==> src/rtl/vga_pkg.sv <==
// vga_pkg: timing-record type and the two built-in VGA modes (shared by vga_timing_gen, optional VGA_FRAME_CNT_EN)
package vga_pkg;
    typedef struct packed {
        logic [10:0] h_tot;
        logic [10:0] h_sync_start;
        logic [10:0] h_sync_end;
        logic [10:0] h_blnk_start;
        logic [10:0] h_blnk_end;
        logic [10:0] v_tot;
        logic [10:0] v_sync_start;
        logic [10:0] v_sync_end;
        logic [10:0] v_blnk_start;
        logic [10:0] v_blnk_end;
    } vga_mode_t;
    localparam vga_mode_t MODE_1024X768 = '{
        11'd1344, 11'd1048, 11'd1184, 11'd1024, 11'd1344,
        11'd806, 11'd771, 11'd777, 11'd768, 11'd806
    };
    localparam vga_mode_t MODE_800X600 = '{
        11'd1056, 11'd840, 11'd968, 11'd800, 11'd1056,
        11'd628, 11'd601, 11'd605, 11'd600, 11'd628
    };
    // Legacy fixed-timing names kept for older draw stages
    localparam logic [10:0] HOR_TOTAL_TIME  = MODE_1024X768.h_tot;
    localparam logic [10:0] HOR_SYNC_START  = MODE_1024X768.h_sync_start;
    localparam logic [10:0] HOR_SYNC_END    = MODE_1024X768.h_sync_end;
    localparam logic [10:0] HOR_BLANK_START = MODE_1024X768.h_blnk_start;
    localparam logic [10:0] HOR_BLANK_END   = MODE_1024X768.h_blnk_end;
    localparam logic [10:0] VER_TOTAL_TIME  = MODE_1024X768.v_tot;
    localparam logic [10:0] VER_SYNC_START  = MODE_1024X768.v_sync_start;
    localparam logic [10:0] VER_SYNC_END    = MODE_1024X768.v_sync_end;
    localparam logic [10:0] VER_BLANK_START = MODE_1024X768.v_blnk_start;
    localparam logic [10:0] VER_BLANK_END   = MODE_1024X768.v_blnk_end;
endpackage

==> src/rtl/vga_timing_gen_if.sv <==
// vga_timing_gen_if: control inputs and timing outputs of vga_timing_gen (frame_cnt present with VGA_FRAME_CNT_EN)
interface vga_timing_gen_if #(parameter int CNT_W = 11);
    logic             ce;
    logic             mode_sel;
    logic             mode_active;
    logic [CNT_W-1:0] hcount;
    logic [CNT_W-1:0] vcount;
    logic             hsync;
    logic             vsync;
    logic             hblnk;
    logic             vblnk;
    logic             line_start;
    logic             frame_start;
`ifdef VGA_FRAME_CNT_EN
    logic [15:0]      frame_cnt;
`endif
    modport master (
`ifdef VGA_FRAME_CNT_EN
        output frame_cnt,
`endif
        input  ce, mode_sel,
        output mode_active, hcount, vcount, hsync, vsync, hblnk, vblnk, line_start, frame_start
    );
    modport slave (
`ifdef VGA_FRAME_CNT_EN
        input  frame_cnt,
`endif
        output ce, mode_sel,
        input  mode_active, hcount, vcount, hsync, vsync, hblnk, vblnk, line_start, frame_start
    );
endinterface

==> src/rtl/vga_timing_decode.sv <==
// vga_timing_decode: half-open range compare of one counter for its sync and blanking windows
module vga_timing_decode #(parameter int CNT_W = 11) (
    input  logic [CNT_W-1:0] cnt,
    input  logic [10:0]      sync_start,
    input  logic [10:0]      sync_end,
    input  logic [10:0]      blnk_start,
    input  logic [10:0]      blnk_end,
    output logic             sync,
    output logic             blnk
);
    always_comb begin
        sync = cnt >= CNT_W'(sync_start) && cnt < CNT_W'(sync_end);
        blnk = cnt >= CNT_W'(blnk_start) && cnt < CNT_W'(blnk_end);
    end
endmodule

==> src/rtl/vga_timing_gen.sv <==
// vga_timing_gen: two-mode VGA counters/sync/blank, mode switch only at frame wrap (frame_cnt with VGA_FRAME_CNT_EN)
module vga_timing_gen
    import vga_pkg::*;
#(
    parameter vga_mode_t MODE0 = MODE_1024X768,
    parameter vga_mode_t MODE1 = MODE_800X600,
    parameter int        CNT_W = 11
) (
    input  logic clk,
    input  logic rst_n,
    vga_timing_gen_if.master vga
);
    logic [CNT_W-1:0] hcount_q, hcount_d, vcount_q, vcount_d;
    logic mode_q, mode_d, hsync_q, hsync_d, vsync_q, vsync_d;
    logic hblnk_q, hblnk_d, vblnk_q, vblnk_d;
    logic line_start_q, line_start_d, frame_start_q, frame_start_d;
    logic h_last, v_last, wrap;
    vga_mode_t cur, nxt;
    always_comb begin
        cur = mode_q ? MODE1 : MODE0;
        h_last = hcount_q == CNT_W'(cur.h_tot - 11'd1);
        v_last = vcount_q == CNT_W'(cur.v_tot - 11'd1);
        wrap = vga.ce && h_last && v_last;
        mode_d = wrap ? vga.mode_sel : mode_q;
        // decode uses the record of the frame the next counts belong to
        nxt = mode_d ? MODE1 : MODE0;
        hcount_d = !vga.ce ? hcount_q : h_last ? '0 : hcount_q + 1'b1;
        vcount_d = !(vga.ce && h_last) ? vcount_q : v_last ? '0 : vcount_q + 1'b1;
        line_start_d = vga.ce && h_last;
        frame_start_d = wrap;
    end
    vga_timing_decode #(.CNT_W(CNT_W)) u_h (
        .cnt(hcount_d), .sync_start(nxt.h_sync_start), .sync_end(nxt.h_sync_end),
        .blnk_start(nxt.h_blnk_start), .blnk_end(nxt.h_blnk_end), .sync(hsync_d), .blnk(hblnk_d)
    );
    vga_timing_decode #(.CNT_W(CNT_W)) u_v (
        .cnt(vcount_d), .sync_start(nxt.v_sync_start), .sync_end(nxt.v_sync_end),
        .blnk_start(nxt.v_blnk_start), .blnk_end(nxt.v_blnk_end), .sync(vsync_d), .blnk(vblnk_d)
    );
    always_ff @(posedge clk or negedge rst_n) begin
        if (!rst_n) begin
            hcount_q      <= '0;
            vcount_q      <= '0;
            mode_q        <= 1'b0;
            hsync_q       <= 1'b0;
            vsync_q       <= 1'b0;
            hblnk_q       <= 1'b0;
            vblnk_q       <= 1'b0;
            line_start_q  <= 1'b0;
            frame_start_q <= 1'b0;
        end else begin
            hcount_q      <= hcount_d;
            vcount_q      <= vcount_d;
            mode_q        <= mode_d;
            hsync_q       <= hsync_d;
            vsync_q       <= vsync_d;
            hblnk_q       <= hblnk_d;
            vblnk_q       <= vblnk_d;
            line_start_q  <= line_start_d;
            frame_start_q <= frame_start_d;
        end
    end
`ifdef VGA_FRAME_CNT_EN
    logic [15:0] frame_cnt_q, frame_cnt_d;
    always_comb frame_cnt_d = frame_cnt_q + {15'd0, frame_start_d};
    always_ff @(posedge clk or negedge rst_n) begin
        if (!rst_n) frame_cnt_q <= '0;
        else        frame_cnt_q <= frame_cnt_d;
    end
    assign vga.frame_cnt = frame_cnt_q;
`endif
    assign vga.mode_active = mode_q;
    assign vga.hcount      = hcount_q;
    assign vga.vcount      = vcount_q;
    assign vga.hsync       = hsync_q;
    assign vga.vsync       = vsync_q;
    assign vga.hblnk       = hblnk_q;
    assign vga.vblnk       = vblnk_q;
    assign vga.line_start  = line_start_q;
    assign vga.frame_start = frame_start_q;
endmodule
==> src/flat_wrapper.sv <==
// flat-port wrapper written by rule: the top's interface ports become plain ports
module vga_timing_gen_flat import vga_pkg::*;
#(
    parameter vga_mode_t MODE0 = MODE_1024X768,
    parameter vga_mode_t MODE1 = MODE_800X600,
    parameter int        CNT_W = 11
)
  (clk, rst_n, vga_ce, vga_mode_sel, vga_mode_active, vga_hcount, vga_vcount, vga_hsync, vga_vsync, vga_hblnk, vga_vblnk, vga_line_start, vga_frame_start);
  vga_timing_gen_if #(.CNT_W(CNT_W)) vga_i ();
  input  logic clk;
  input  logic rst_n;
  input wire logic [$bits(vga_i.ce)-1:0] vga_ce;
  input wire logic [$bits(vga_i.mode_sel)-1:0] vga_mode_sel;
  output wire logic [$bits(vga_i.mode_active)-1:0] vga_mode_active;
  output wire logic [$bits(vga_i.hcount)-1:0] vga_hcount;
  output wire logic [$bits(vga_i.vcount)-1:0] vga_vcount;
  output wire logic [$bits(vga_i.hsync)-1:0] vga_hsync;
  output wire logic [$bits(vga_i.vsync)-1:0] vga_vsync;
  output wire logic [$bits(vga_i.hblnk)-1:0] vga_hblnk;
  output wire logic [$bits(vga_i.vblnk)-1:0] vga_vblnk;
  output wire logic [$bits(vga_i.line_start)-1:0] vga_line_start;
  output wire logic [$bits(vga_i.frame_start)-1:0] vga_frame_start;
  assign vga_i.ce = vga_ce;
  assign vga_i.mode_sel = vga_mode_sel;
  assign vga_mode_active = vga_i.mode_active;
  assign vga_hcount = vga_i.hcount;
  assign vga_vcount = vga_i.vcount;
  assign vga_hsync = vga_i.hsync;
  assign vga_vsync = vga_i.vsync;
  assign vga_hblnk = vga_i.hblnk;
  assign vga_vblnk = vga_i.vblnk;
  assign vga_line_start = vga_i.line_start;
  assign vga_frame_start = vga_i.frame_start;
  vga_timing_gen #(.MODE0(MODE0), .MODE1(MODE1), .CNT_W(CNT_W)) u_core (.clk(clk), .rst_n(rst_n), .vga(vga_i));
endmodule
==> config.mk <==
export PLATFORM = sky130hd
export DESIGN_NAME = vga_timing_gen_flat
export DESIGN_NICKNAME = d
export VERILOG_FILES = /design/src/rtl/vga_pkg.sv /design/src/rtl/vga_timing_gen_if.sv /design/src/rtl/vga_timing_decode.sv /design/src/rtl/vga_timing_gen.sv /design/src/flat_wrapper.sv
export SDC_FILE = /design/constraint.sdc
export NUM_CORES = 1
export LEC_CHECK = 0
export ABC_AREA = 1
export BUFFER_PORTS_ARGS = -buffer_cell sky130_fd_sc_hd__buf_4
export CAP_MARGIN = 20
export CELL_PAD_IN_SITES_DETAIL_PLACEMENT = 1
export CELL_PAD_IN_SITES_GLOBAL_PLACEMENT = 1
export CORE_UTILIZATION = 44
export DETAILED_ROUTE_END_ITERATION = 12
export PLACE_DENSITY = 0.82
export SKIP_CTS_REPAIR_TIMING = 1
export SLEW_MARGIN = 20
export SYNTH_ARGS = -nofsm -noshare
export SYNTH_HDL_FRONTEND = slang
export SYNTH_SLANG_ARGS = --single-unit
==> constraint.sdc <==
create_clock -name clk -period 5.95 [get_ports clk]
set_clock_uncertainty 0.15 [all_clocks]
set_input_delay 0 -clock clk [delete_from_list [all_inputs] [get_ports clk]]
set_output_delay 0 -clock clk [all_outputs]
set_load 0.01 [all_outputs]
==> Word-level counts from Yosys, hierarchy flattened <==
Index checks and enable logic that the tools add are counted.
{ "totals": {"regBits": 29, "input_bits": 4, "output_inout_bits": 29, "wordCells": 36} }
{ "op_classes": {"add_sub_neg": 4, "n_lt_le_gt_ge": 8, "eq_ne": 2, "mux": 7, "n_reduce_logical": 6} }
{ "ops": {"columns": ["op", "n"], "rows": [
  ["$mux 108", 1],
  ["$mux 99", 1],
  ["$ge 11x11->1", 4],
  ["$lt 11x11->1", 4],
  ["$mux 11", 4],
  ["$add 11x1->11 const B", 2],
  ["$eq 11x11->1", 2],
  ["$sub 11x1->11 const B", 2],
  ["$logic_and 1x1->1", 6],
  ["$mux 1", 1]
]} }

==> Depth between registers and ports, before layout <==
Gate-level depths: netlist of the first run.
{ "depth": {"depth_word": 9, "mapped_depth": 21, "mapped_depth_nobuf": 21} }

==> Modules after synthesis <==
A second synthesis of the first run with hierarchy kept.
{ "unflattened": {"cells_unflattened": 644, "area_unflattened_um2": 4076.4} }
{ "modules_own_cells": {"columns": ["mod", "n_inst", "cells_per_inst", "area_per_inst_um2", "seq_area_each_um2"], "rows": [
  ["vga_timing_decode", 2, 201, 1184.9, 0.0],
  ["vga_timing_gen", 1, 242, 1706.6, 725.7]
]} }

==> Worst setup path after synthesis of the first run <==
No wires, ideal clock.
{ "synth_timing": {"path_type": "reg2reg", "start": "register u_core.hcount_q[0] (netlist: u_core.vga.hcount[0])", "end": "register u_core.vblnk_q (netlist: u_core.vga.vblnk)", "t_arrival_ns": 2.647, "path_slack_ns": 3.037, "stages_incl_launch_ff": 22, "period_less_slack_ns": 2.913, "path_cell_list": "dfrtp_1 ha_1 nand2_1 inv_1 nand2_1 nor2_2 nand2_2 nor2_4 nand2_2 inv_2 nand2_1 nand2_2 inv_2 ha_1 inv_1 or2_2 nor2_1 nand2_1 nand2_1 nand2_1 nand2_1 nor2_1"} }
{ "synth_between": {"elab_chain_cells": 7, "word_cells_on_any_way": 9, "cone_classes": "order compare: 2; eq/ne: 1; mux: 3; reduce/logical: 3"} }
{ "synth_lines": {"columns": ["item", "line", "source"], "rows": [
  ["from (decl)", "vga_timing_gen.sv:13", "logic [CNT_W-1:0] hcount_q, hcount_d, vcount_q, vcount_d;"],
  ["from (signal assigned)", "vga_timing_gen.sv:52", "hcount_q <= hcount_d;"],
  ["$eq 11x11->1 *", "vga_timing_gen.sv:21", "h_last = hcount_q == CNT_W'(cur.h_tot - 11'd1);"],
  ["$logic_and 1x1->1 *", null, null],
  ["named net u_core.line_start_d", "vga_timing_gen.sv:16", "logic line_start_q, line_start_d, frame_start_q, frame_start_d;"],
  ["$logic_and 1x1->1 *", "vga_timing_gen.sv:23", "wrap = vga.ce && h_last && v_last;"],
  ["named net u_core.frame_start_d", "vga_timing_gen.sv:16", null],
  ["$mux 1 *", "vga_timing_gen.sv:24", "mode_d = wrap ? vga.mode_sel : mode_q;"],
  ["named net u_core.mode_d", "vga_timing_gen.sv:14", "logic mode_q, mode_d, hsync_q, hsync_d, vsync_q, vsync_d;"],
  ["$mux 99 *", "vga_timing_gen.sv:26", "nxt = mode_d ? MODE1 : MODE0;"],
  ["$ge 11x11->1 or $lt 11x11->1 (tied branches)", "vga_timing_decode.sv:13", "blnk = cnt >= CNT_W'(blnk_start) && cnt < CNT_W'(blnk_end);"],
  ["$logic_and 1x1->1 *", "vga_timing_decode.sv:13", null],
  ["named net u_core.u_v.blnk", "vga_timing_decode.sv:9", "output logic blnk"],
  ["to (signal assigned)", "vga_timing_gen.sv:58", "vblnk_q <= vblnk_d;"],
  ["to (decl)", "vga_timing_gen.sv:15", "logic hblnk_q, hblnk_d, vblnk_q, vblnk_d;"]
]} }
Mark *: on every way through the listed nets, which the timed path passes. The rest lies on a longest branch.

==> Worst setup path after layout of the first run <==
Ends and elaborated chain as after synthesis.

==> results of run 1 <==
## stage by stage
step	cell area (sq um)	power, uW	hold slack, ns
2_1_floorplan	2460	478	-0.446
3_3_place_gp	2770	592	-0.194
3_5_place_dp	2770	607	-0.191
4_1_cts	2860	790	-0.510
5_1_grt	2880	845	0.0197
6_report	2880	785	0.00439
## cell type report
type	instances	share of cell area, %
timing repair buffer	34	9.03
multi-input combinational	286	51.4
clock buffer	6	2.87
sequential	29	25.2
inverter	61	7.99
tap	70	3.04
clock inverter	2	0.478
## power by group
| part | internal [uW] | switching, uW | leakage (uW) |
|---|---|---|---|
| registers | 232 | 49.7 | 0.000340 |
| logic | 118 | 206 | 0.00111 |
| clock network | 93.7 | 86.2 | 0.0000512 |
| total | 443 | 342 | 0.00150 |
## logic make-up after synthesis
| family | count (synthesis) | synth area share, % |
|---|---|---|
| simple gates | 238 | 42.4 |
| buf+inv | 64 | 10.2 |
| flops | 29 | 29.5 |
| fa+ha+maj | 19 | 9.67 |
| xor+xnor | 4 | 1.43 |
| compound gates | 25 | 6.82 |
## sequential cells by signal, summed over array words and instances, names as in the netlist
name / cells
u_core.vga.hcount: 11
u_core.vga.vcount: 11
u_core.vga.frame_start: 1
u_core.vga.hblnk: 1
u_core.vga.hsync: 1
u_core.vga.line_start: 1
u_core.vga.mode_active: 1
u_core.vga.vblnk: 1
u_core.vga.vsync: 1
## layout by cell type, fill, tap and decap left out, types with 2 or more instances in the layout
cell type and instances:
nand2_1 120, inv_1 54, nor2_1 50, nand3_1 38, buf_4 32, dfrtp_1 29
ha_1 19, nand2_2 9, o21ai_0 8, a21oi_1 8, nand4_1 7, inv_2 6
clkbuf_8 6, nor3_1 5, xor2_1 4, nor2_4 2, or2_2 2, nand3_2 2
clkinv_2 2, dlygate4sd3_1 2
## worst max path at each step
stage	depth (start not counted)	end	from	slack [ns]
after floorplan	21	u_core.vga.vblnk	u_core.vga.hcount[0]	3.04
after global placement	21	u_core.vga.vblnk	u_core.vga.hcount[0]	2.82
after detailed placement	21	u_core.vga.vblnk	u_core.vga.hcount[0]	2.66
after CTS	21	u_core.vga.vblnk	u_core.vga.hcount[0]	2.62
after global routing	21	u_core.vga.vblnk	u_core.vga.hcount[0]	2.31
final	21	u_core.vga.vblnk	u_core.vga.hcount[0]	2.61
## worst min-delay path, delay by kind of cell
family	cells	cell delay (ns)
buffers and inverters	1	0.08
AND/OR/NAND/NOR	2	0.28
## per-layer routing
metal  GRT usage [%]  wire length [um]
met3            3.33               179
met5               0                 0
met2            47.1              3520
met4            7.69               110
met1            37.3              3650
==> impl_metrics.py, run 1 <==
metrics = {
    "route": {
        "first_iter_violations": 106,
        "drc": 0,
        "wl_per_cell_um": 15.3,
        "final_antenna_net_count": 0,
        "routed_wirelength_um": 7460,
        "via_count": 2530,
        "vias_per_cell": 5.18,
        "drt-pass1-iter-count": 4,
    },
    "placement": {
        "gp_congestion": 0.928,
        "io_buffers": 32,
        "dpl.hpwl_um": 6000,
        "dp.cells": 478,
        "pre_cts_ws_ns": 2.66,
    },
    "final_layout": {
        "fin_cells": 488,
        "layout.nets": 440,
        "fin_util_pct": 55.0,
        "drive_gt1_share_pct": 16.3,
        "syn_to_final_growth_pct": 17.3,
        "fill_cells": 730,
        "regArea_sq_um": 726,
        "diodes": 0,
        "multi_input_area_sq_um": 1480,
    },
    "outcome": {
        "status": "finished, final reports clean",
    },
    "global_routing": {
        "grt_pass1_vias": 2641,
        "grt_antenna_before_repair": 0,
        "grt_max_degree": 30,
        "grt_pass1_wl_um": 12900,
        "grt_overflow": 0,
        "grt_usage_pct": 27.9,
    },
    "logic_synthesis": {
        "netlist_top_cells_count": "nand2_1, inv_1, nor2_1",
        "synth.top_cell.area_share_pct": 29.5,
        "ys_types": 31,
        "synth_largest_area_cell": "dfrtp_1",
        "ys_seq_area_share_pct": 29.5,
        "synth_area_per_cell_sq_um": 6.48,
        "synth_ff_type": "dfrtp_1",
        "syn_inst": 379,
        "synth_edf_count": 0,
        "yosys_warnings": 0,
        "synthArstFlopShare_pct": 100,
        "synth.area.top_cells": "dfrtp_1, nand2_1, ha_1, inv_1, nand3_1",
        "syn-num-nets": 402,
        "synth_most_common_cell": "nand2_1",
        "ys_seq_elements": 29,
        "netlist_area_sq_um": 2460,
    },
    "setup_path": {
        "ff2ff_path_depth": 21,
        "crit_slowest_cell": "dfrtp_1",
        "cpPeakStageDelay_ns": 0.42,
        "crit_required_ns": 5.99,
        "worstPathCellList": "ha_1, nand2_1, inv_1, nand2_1, nor2_2, nand2_2, nor2_4, nand2_2, inv_2, nand2_1, nand2_2, inv_2, ha_1, inv_1, or2_2, nor2_1, nand2_1, nand2_1, nand2_1, nand2_1, nor2_1",
        "r2r-end": "u_core.vga.vblnk",
        "r2r_slack_ns": 2.61,
        "crit_type": "flip-flop to flip-flop",
        "cp_common_cell": "nand2_1",
        "cp-start-kind": "flip-flop",
        "r2r-start": "u_core.vga.hcount[0]",
        "cp_num_buf_inv": 4,
        "crit_arrival_ns": 3.37,
        "cp-end-kind": "flip-flop",
        "cp_top_family": "simple AND/OR/NAND/NOR gates",
        "cp_max_fo": 11,
    },
    "clock_network": {
        "cts_tree": "yes",
        "clkLatencyLatePin_ns": 0.29,
        "clock-sinks": 29,
        "cts.htree.levels": 2,
        "root_buffer": "clkbuf_8",
        "cts_buffers": 5,
        "clockBufferDepth": 2,
        "clk_pin_slew_ns": 0.07,
    },
    "sta": {
        "worst_slack_ns": 2.61,
        "hold_viol": 0,
        "period_minus_slack_ns": 3.34,
        "setup_viol": 0,
        "maxSlewViolCount": 0,
        "maxSlewHeadroom_pct": 65.3,
        "worst_pin_slew_ns": 0.517,
        "rsz0062_at_grt": "false",
        "max_freq_mhz": 300,
        "finalCritPeriodShare_pct": 56.1,
        "fin_setup_tns_ns": 0,
    },
    "die": {
        "rows": 26,
        "die-area_sq_um": 5890,
        "start_util_pct": 46.9,
        "die_y_um": 76.7,
        "die_width_um": 76.7,
        "io_pins": 33,
        "coreArea_sq_um": 5240,
    },
    "hold_path": {
        "hold_depth": 3,
        "hold_start": "vga_mode_sel",
        "hold_class": "input port to flip-flop",
        "min_to": "u_core.vga.mode_active",
    },
    "power_and_ir_drop": {
        "ir_drop_v": 0.000232,
        "powerDensity_nw_per_um2": 272,
        "p_leak_uw": 0.00150,
    },
    "job": {
        "maxCapViolations": 0,
    },
}
Note: power is estimated with default switching activity, not from simulation.
==> run 2: changes to the inputs <==
--- a/config.mk
+++ b/config.mk
@@ -10,9 +10,9 @@
 export CAP_MARGIN = 20
 export CELL_PAD_IN_SITES_DETAIL_PLACEMENT = 1
 export CELL_PAD_IN_SITES_GLOBAL_PLACEMENT = 1
-export CORE_UTILIZATION = 44
+export CORE_UTILIZATION = 37
 export DETAILED_ROUTE_END_ITERATION = 12
-export PLACE_DENSITY = 0.82
+export PLACE_DENSITY = 0.74
 export SKIP_CTS_REPAIR_TIMING = 1
 export SLEW_MARGIN = 20
 export SYNTH_ARGS = -nofsm -noshare
==> constraint.sdc (replaced) <==
create_clock -name clk -period 2.7 [get_ports clk]
set_clock_uncertainty 0.15 [all_clocks]
set_input_delay 0 -clock clk [delete_from_list [all_inputs] [get_ports clk]]
set_output_delay 0 -clock clk [all_outputs]
set_load 0.01 [all_outputs]
==> impl_metrics.py, run 2 (synthesis gave the netlist of run 1 again) <==
metrics = {
    "hold_path": {
        "hold_class": "input port to flip-flop",
        "hold_start": "vga_ce",
    },
    "die": {
        "start_util_pct": 38.5,
        "coreArea_sq_um": 6390,
        "io_pins": 33,
        "die-area_sq_um": 6970,
        "die_width_um": 83.5,
        "rows": 29,
        "die_y_um": 83.5,
    },
    "route": {
        "drc": 0,
        "drt-pass1-iter-count": 4,
        "vias_per_cell": 5.12,
        "wl_per_cell_um": 16.6,
        "first_iter_violations": 88,
        "via_count": 2774,
        "final_antenna_net_count": 0,
        "routed_wirelength_um": 9000,
    },
    "setup_path": {
        "worstPathCellList": "ha_2, nand2_4, inv_2, nand2_2, nor2_4, nand4_1, nor2_2, nand2_2, inv_2, nand2_2, a221oi_4, ha_4, nand2_2, nand2_2, a21oi_4, nand2_1, nor2_1, nor2_1",
        "cp_common_cell": "nand2_2",
        "cp-start-kind": "flip-flop",
        "crit_slowest_cell": "dfrtp_1",
        "crit_required_ns": 2.73,
        "cp-end-kind": "flip-flop",
        "crit_arrival_ns": 2.85,
        "cpPeakStageDelay_ns": 0.36,
        "r2r-start": "u_core.vga.hcount[0]",
        "crit_type": "flip-flop to flip-flop",
        "critPathLaunch": "u_core.vga.hcount[0]",
        "cp_max_fo": 3,
    },
    "sta": {
        "max_freq_mhz": 356,
        "maxSlewHeadroom_pct": 72.4,
        "finalCritPeriodShare_pct": 104,
        "hold_viol": 1,
        "maxSlewViolCount": 0,
        "worst_slack_ns": -0.113,
        "period_minus_slack_ns": 2.81,
        "rsz0062_at_grt": "true",
        "holdWs_ns": -0.0111,
        "worst_pin_slew_ns": 0.415,
        "setup_viol": 2,
    },
    "final_layout": {
        "syn_to_final_growth_pct": 39.6,
        "diodes": 0,
        "final_cell_mix": "nand2_1, buf_4, inv_1",
        "multi_input_area_sq_um": 1650,
        "drive_gt1_share_pct": 32.7,
        "regArea_sq_um": 731,
        "fin_util_pct": 53.7,
        "final_common_cell": "nand2_1",
        "layout.nets": 487,
        "fill_cells": 870,
    },
    "clock_network": {
        "clock-sinks": 29,
        "cts_tree": "yes",
        "clk_pin_slew_ns": 0.07,
        "root_buffer": "clkbuf_8",
        "clkLatencyLatePin_ns": 0.29,
        "clockBufferDepth": 2,
        "cts.htree.levels": 2,
        "cts_buffers": 5,
    },
    "outcome": {
        "status": "finished, violations left",
        "violations": "negative hold slack, negative setup slack",
    },
    "global_routing": {
        "grt_pass1_wl_um": 14400,
        "grt_use_met3_pct": 2.87,
        "grt-busiest-layer": "met2",
        "grt_max_degree": 30,
        "grt_pass1_vias": 2886,
        "grt_antenna_before_repair": 0,
        "grt_usage_pct": 26.2,
        "use_met1_pct": 34.2,
        "grt_overflow": 0,
        "use_met2_pct": 46.2,
    },
    "placement": {
        "io_buffers": 32,
        "gp_congestion": 0.897,
        "pre_cts_ws_ns": -0.204,
        "dpl.hpwl_um": 6880,
    },
    "power_and_ir_drop": {
        "ir_drop_v": 0.000527,
        "p_leak_uw": 0.00177,
        "powerDensity_nw_per_um2": 572,
    },
    "job": {
        "maxCapViolations": 0,
    },
}
[run 2: cell count changes in the layout (fill, tap and decap cells not counted), sizes merged]
cell and change:
buf +46, clkbuf +1, clkinv -2, dlygate4sd3 +1
inv +1
[run 2: report_power, final]
part / leakage (uW) / internal [uW] / switching [uW] / total [uW]
logic: 0.00138 / 400 / 554 / 953
clock network: 0.0000542 / 230 / 188 / 419
registers: 0.000336 / 511 / 79.8 / 590
[run 2: through the flow]
stage               setup TNS, ns  total power, uW  area (sq um)  std cells
floorplan                       0             1060          2510        379
global placement         -0.00943             1440          3100        522
detailed placement         -0.553             1470          3100        522
CTS                        -0.696             1900          3200        530
global route               -0.773             2100          3430        542
finish                     -0.161             1960          3430        542
[run 2: layout make-up]
cell class                 instances  area share (%)
timing repair buffer              81            17.9
sequential                        29            21.3
multi-input combinational        286            48.1
clock buffer                       7            2.81
inverter                          61            6.89
clock inverter                     1           0.146
tap                               77            2.81
[run 2: critical path, delay by kind of cell (launching register included)]
family / cells / cell delay [ns]
AOI/OAI and AO/OA: 2 / 0.49
adders and majority gates: 2 / 0.48
buffers and inverters: 2 / 0.13
DFF: 1 / 0.36
and+or+nand+nor: 12 / 1.10
[run 2: final timing paths]
path | end | slack (ns) | cells after the start
min in group asynchronous | u_core.vga.vcount[9] | 0.03 | 2
setup reg to reg | u_core.vga.vblnk | -0.11 | 18
setup / recovery | u_core.vga.vblnk | -0.11 | 18
hold / removal | u_core.vga.hcount[0] | -0.01 | 3
hold reg to reg | u_core.vga.vcount[0] | 0.44 | 2
max in group asynchronous | u_core.vga.vcount[0] | 2.05 | 2
[run 2: layer usage]
layer / vias up / part of all wire, % / routed length (um)
li1: 1355 / - / -
met1: 1361 / 44 / 3990
met2: 46 / 51 / 4610
met3: 12 / 2.8 / 254
met4: 0 / 1.6 / 143
met5: - / 0 / 0
